`src/rtl/wait_state_memory.sv`:
```
// ============================================================================
// Module   : wait_state_memory
// Purpose  : Unified word RAM behind a valid/ready port with a fixed response
//            latency, per-byte write lanes and alignment/range error reporting.
// Options  : MEM_RANGE_CHECK_EN - fault addresses outside the mapped window.
// Revision : 1.0 - initial release
// ============================================================================
`default_nettype none

module wait_state_memory #(
    parameter int                DATA_W    = 32,
    parameter int                DEPTH     = 64,
    parameter int                ADDR_W    = 32,
    parameter int                LATENCY   = 1,
    parameter logic [ADDR_W-1:0] BASE_ADDR = '0
) (
    input  logic                  i_clk,
    input  logic                  i_rst_n,
    input  logic                  i_reqValid,
    output logic                  o_reqReady,
    input  logic [ADDR_W-1:0]     i_addr,
    input  logic                  i_writeEnable,
    input  logic [DATA_W/8-1:0]   i_byteEnable,
    input  logic [DATA_W-1:0]     i_writeData,
    output logic                  o_rspValid,
    output logic [DATA_W-1:0]     o_readData,
    output logic                  o_rspErr
);

    localparam int c_LANES = DATA_W / 8;
    localparam int c_OFF_W = $clog2(c_LANES);
    localparam int c_IDX_W = $clog2(DEPTH);
    localparam int c_CNT_W = (LATENCY > 2) ? $clog2(LATENCY - 1) : 1;
    localparam logic [c_CNT_W-1:0] c_CNT_LOAD = c_CNT_W'((LATENCY >= 2) ? LATENCY - 2 : 0);

    typedef enum logic [1:0] {
        S_IDLE = 2'd0,
        S_WAIT = 2'd1,
        S_RESP = 2'd2
    } state_t;

    state_t               state_q, state_d;
    logic [c_CNT_W-1:0]   cnt_q, cnt_d;

    logic [c_IDX_W-1:0]   req_idx_q;
    logic                 req_we_q;
    logic [c_LANES-1:0]   req_be_q;
    logic [DATA_W-1:0]    req_wd_q;
    logic                 req_err_q;

    logic [DATA_W-1:0]    rdata_q;
    logic                 rsp_err_q;
    logic [DATA_W-1:0]    mem_q [DEPTH];

    logic                 w_accept;
    logic                 w_misaligned;
    logic                 w_out_of_range;
    logic                 w_req_err;
    logic [c_IDX_W-1:0]   w_idx_live;
    logic                 w_exec;
    logic                 w_from_wait;
    logic [c_IDX_W-1:0]   w_exec_idx;
    logic                 w_exec_we;
    logic [c_LANES-1:0]   w_exec_be;
    logic [DATA_W-1:0]    w_exec_wd;
    logic                 w_exec_err;
    logic                 w_unused_addr;

    assign w_idx_live    = i_addr[c_OFF_W +: c_IDX_W];
    assign w_unused_addr = ^i_addr;

    generate
        if (c_OFF_W > 0) begin : g_offset
            assign w_misaligned = |i_addr[c_OFF_W-1:0];
        end else begin : g_no_offset
            assign w_misaligned = 1'b0;
        end
    endgenerate

`ifdef MEM_RANGE_CHECK_EN
    localparam logic [ADDR_W:0] c_LIMIT = {1'b0, BASE_ADDR} + (ADDR_W+1)'(DEPTH * c_LANES);
    assign w_out_of_range = (i_addr < BASE_ADDR) || ({1'b0, i_addr} >= c_LIMIT);
`else
    assign w_out_of_range = 1'b0;
`endif

    assign w_req_err  = w_misaligned || w_out_of_range;
    assign o_reqReady = i_rst_n && (state_q != S_WAIT);
    assign w_accept   = i_reqValid && o_reqReady;
    assign o_rspValid = (state_q == S_RESP);
    assign o_readData = rdata_q;
    assign o_rspErr   = rsp_err_q;

    always_comb begin
        state_d = state_q;
        cnt_d   = cnt_q;
        case (state_q)
            S_IDLE, S_RESP: begin
                if (w_accept) begin
                    if (LATENCY == 1) begin
                        state_d = S_RESP;
                    end else begin
                        state_d = S_WAIT;
                        cnt_d   = c_CNT_LOAD;
                    end
                end else begin
                    state_d = S_IDLE;
                end
            end
            S_WAIT: begin
                if (cnt_q == '0) begin
                    state_d = S_RESP;
                end else begin
                    cnt_d = cnt_q - 1'b1;
                end
            end
            default: state_d = S_IDLE;
        endcase
    end

    // With LATENCY == 1 the request executes on its own acceptance edge, so
    // the live inputs are used; after a wait the captured copy is used.
    assign w_exec      = (state_d == S_RESP);
    assign w_from_wait = (state_q == S_WAIT);
    assign w_exec_idx  = w_from_wait ? req_idx_q : w_idx_live;
    assign w_exec_we   = w_from_wait ? req_we_q  : i_writeEnable;
    assign w_exec_be   = w_from_wait ? req_be_q  : i_byteEnable;
    assign w_exec_wd   = w_from_wait ? req_wd_q  : i_writeData;
    assign w_exec_err  = w_from_wait ? req_err_q : w_req_err;

    always_ff @(posedge i_clk or negedge i_rst_n) begin
        if (!i_rst_n) begin
            state_q   <= S_IDLE;
            cnt_q     <= '0;
            req_idx_q <= '0;
            req_we_q  <= 1'b0;
            req_be_q  <= '0;
            req_wd_q  <= '0;
            req_err_q <= 1'b0;
            rdata_q   <= '0;
            rsp_err_q <= 1'b0;
        end else begin
            state_q <= state_d;
            cnt_q   <= cnt_d;
            if (w_accept) begin
                req_idx_q <= w_idx_live;
                req_we_q  <= i_writeEnable;
                req_be_q  <= i_byteEnable;
                req_wd_q  <= i_writeData;
                req_err_q <= w_req_err;
            end
            if (w_exec) begin
                rsp_err_q <= w_exec_err;
                rdata_q   <= (w_exec_we || w_exec_err) ? '0 : mem_q[w_exec_idx];
            end
        end
    end

    // Storage is deliberately not reset so contents survive a reset pulse.
    always_ff @(posedge i_clk) begin
        if (w_exec && w_exec_we && !w_exec_err) begin
            for (int b = 0; b < c_LANES; b++) begin
                if (w_exec_be[b]) begin
                    mem_q[w_exec_idx][8*b +: 8] <= w_exec_wd[8*b +: 8];
                end
            end
        end
    end

endmodule

`default_nettype wire

```
`config.mk`:
```
export PLATFORM = sky130hd
export DESIGN_NAME = wait_state_memory
export DESIGN_NICKNAME = d
export VERILOG_FILES = /design/src/rtl/wait_state_memory.sv
export SDC_FILE = /design/constraint.sdc
export NUM_CORES = 2
export LEC_CHECK = 0
export CORE_UTILIZATION = 38
export CTS_CLUSTER_SIZE = 30
export DETAILED_ROUTE_END_ITERATION = 6
export GPL_ROUTABILITY_DRIVEN = 0
export PLACE_DENSITY_LB_ADDON = 0.12
export SYNTH_ARGS = -nofsm -noshare
export SYNTH_HDL_FRONTEND = slang
export SYNTH_SLANG_ARGS = --single-unit
```
`constraint.sdc`:
```
create_clock -name i_clk -period 2.2 [get_ports i_clk]
set_input_delay 0.44 -clock i_clk [delete_from_list [all_inputs] [get_ports i_clk]]
set_output_delay 0.44 -clock i_clk [all_outputs]
set_load 0.02 [all_outputs]
```
==> results.yml <==
global_route:
  grt_pass1_vias: 50200
  grt_overflow: 0
  grt_pass1_wl_um: 400000
  antenna_found_initial: 12
  grtUsageTotal_pct: 27.2
  grt_start_max_net_pins: 65
floorplanning:
  die_w_um: 461
  io_pins: 107
  rows: 168
  coreArea_sq_mm: 0.210
  start_util_pct: 38.2
  fp.dieH_um: 461
  die-area_sq_mm: 0.213
final_layout:
  drive_above_1_share_pct: 29.9
  final_common_cell: "edfxtp_1"
  post-route-cell-area_sq_mm: 0.102
  areaGrowthSynthToFinish_pct: 27.6
  num-fill-cells: 17800
  final_nets: 5989
  layout_common_cells: "edfxtp_1 (2048), buf_4 (938), a22oi_1 (440), a221oi_1 (280), buf_12 (243)"
timing:
  drv_slew: 0
  finalCritPeriodShare_pct: 101
  skew_ps: 23.9
  slew_headroom_pct: 20.2
  setup_viol: 1
  max_freq_ghz: 0.448
  fin_crit_ps: 2230
  tightestPinTransition_ps: 1190
  final.setup.tns_ps: -31.0
  holdWs_ps: 36.0
  fin_ws_ps: -31.0
  finalHoldViolCount: 0
clock_tree:
  clk_pin_slew_ps: 60
  cts_inserted_buffers: 216
  cts_sinks: 2082
  cts_tree: "yes"
  clk_path_buf_depth: 3
  insertion_delay_ps: 860
  root_buffer: "clkbuf_16"
  htree_levels: 4
synthesis:
  yosys_warnings: 0
  ys_seq_elements: 2082
  synth_xor_area_share_pct: 0
  synth_top_family_by_area: "compound AO/OA/AOI/OAI gates"
  synth_edf_count: 2048
  syn_area_sq_mm: 0.0801
  synth_cell_types: 63
  synth-simple-area-share_pct: 4.36
  synth_compound_area_share_pct: 13.1
  synth-main-ff-cell: "edfxtp_1"
  synth_nets: 4886
  avgSynthCellArea_sq_um: 16.6
  syn_inst: 4814
  yosys-mux-area-fraction_pct: 2.49
  synthArstFlopShare_pct: 1.63
  synth_adder_area_share_pct: 0
  ys_seq_area_share_pct: 77.9
outcome:
  violations: "negative setup slack"
  status: "complete, but fails checks"
placed_design:
  post-dp-hpwl_um: 208000
  io_buffer_count: 82
  placed_area_sq_mm: 0.0951
critical_path:
  critPathKind: "in2reg"
  arrival_ps: 2970
  cp.required_ps: 2940
  worst_setup_path_end_kind: "flop"
  start_kind: "input pin"
  worst-path-max-fanout: 9
  reg2reg_slack_ps: 20
power:
  p_per_area_mw_per_mm2: 835
  peakVddDrop_v: 0.000851
  leakage_nw: 33.9
routing:
  wl_per_cell_um: 32.6
  vias: 52000
  vias_per_cell: 5.83
  antenna_left: 0
  drt_iter0_drc: 5973
  wl_um: 291000
  first_pass_iters: 6
  remaining_drc_errors: 0
min_path:
  hold_class: "in2reg"
job:
  cap_violations: 0
[final timing paths]
| check | start | endpoint | depth (start not counted) |
|---|---|---|---|
| min in group asynchronous | i_rst_n | o_readData[9] | 3 |
| worst max-delay path | i_addr[5] | o_readData[23] | 10 |
| worst max register to register | mem_q[55][23] | o_readData[23] | 7 |
| worst min register to register | req_err_q | req_err_q | 2 |
| worst min-delay path | i_writeData[25] | mem_q[24][25] | 1 |
| max in group asynchronous | i_rst_n | o_readData[12] | 3 |
[power by group]
part,switching (mW),internal (mW),leakage (nW)
Clock,15.4,20.6,3.37
Sequential,0.0522,43.6,18.8
Combinational,3.62,2.04,11.7
[worst max-delay path, cell delays in order]
cell and delay [ps]:
buf_2 230, buf_4 240, and3b_1 230, nand2_2 90
buf_4 260, o22ai_1 220, nor4_1 640, buf_4 220
a41oi_1 110, a221o_1 270
[cell usage after synthesis, drive strengths merged, types with 13 or more instances]
cell / count / area share, %
edfxtp: 2048 / 77
a22oi: 442 / 4.1
nor2: 379 / 1.8
a221oi: 280 / 3.1
buf: 216 / 1.4
o22ai: 194 / 1.5
clkbuf: 167 / 0.78
mux2i: 159 / 2.0
nand2: 136 / 0.64
a21oi: 115 / 0.72
o21ai: 110 / 0.69
a22o: 75 / 0.82
dfrtp: 34 / 1.1
a2111oi: 33 / 0.38
nor3: 33 / 0.23
nand3: 30 / 0.19
a211oi: 28 / 0.26
and2: 27 / 0.21
nor4: 24 / 0.19
nand3b: 21 / 0.20
mux2: 20 / 0.28
or3b: 20 / 0.22
o221ai: 17 / 0.19
a221o: 15 / 0.19
a32oi: 14 / 0.15
and4: 14 / 0.15
or3: 14 / 0.11
nand4: 13 / 0.10
[state kept, by name (all words and copies together), names as in the netlist]
| signal | count |
|---|---|
| o_readData | 32 |
| state_q | 1 |
| mem_q | 2048 |
| req_err_q | 1 |
[layer usage]
layer / GRT usage (%) / vias to the layer above / wire, um
met4: 10.5 / 6 / 12900
met2: 42.7 / 2330 / 134000
met3: 4.39 / 438 / 21600
li1: - / 22200 / -
met5: 0 / - / 43
met1: 37.8 / 27100 / 122000
[timing repair]
action,CTS,global route
hold buffers,6,0
buffers inserted,2,0
endpoints found under the hold margin,45,0
pin swaps,0,1
setup endpoints to repair,36,7
resized for setup,88,9
[kinds of logic after synthesis]
family / count (synthesis)
AO/OA/AOI/OAI: 1407
buffers and inverters: 386
flip-flops: 2082
multiplexers: 187
AND/OR/NAND/NOR: 752
[through the flow]
step           util (%)  worst slack (ps)  total power [mW]  cells
5_1_grt            48.8            -0.197              87.4   8913
4_1_cts            48.7             0.993              85.8   8902
6_report           48.8             -31.0              85.3   8916
2_1_floorplan         -              -129              46.4   4814
3_5_place_dp       45.4              -816              50.1   8496
3_3_place_gp       45.4              -814              50.0   8496
[area by class of cell]
type	count	area (sq um)	share of cell area (%)
repair buffers	1268	12600	12.3
clock buffers	272	5740	5.62
diodes	14	35.0	0.0343
flip-flops and latches	2082	62400	61.0
well taps	2805	3510	3.43
multi-input cells	2346	16700	16.4
inverters	3	13.8	0.0135
clock inverters	126	1190	1.17
Power figures use the tool's default switching activity.
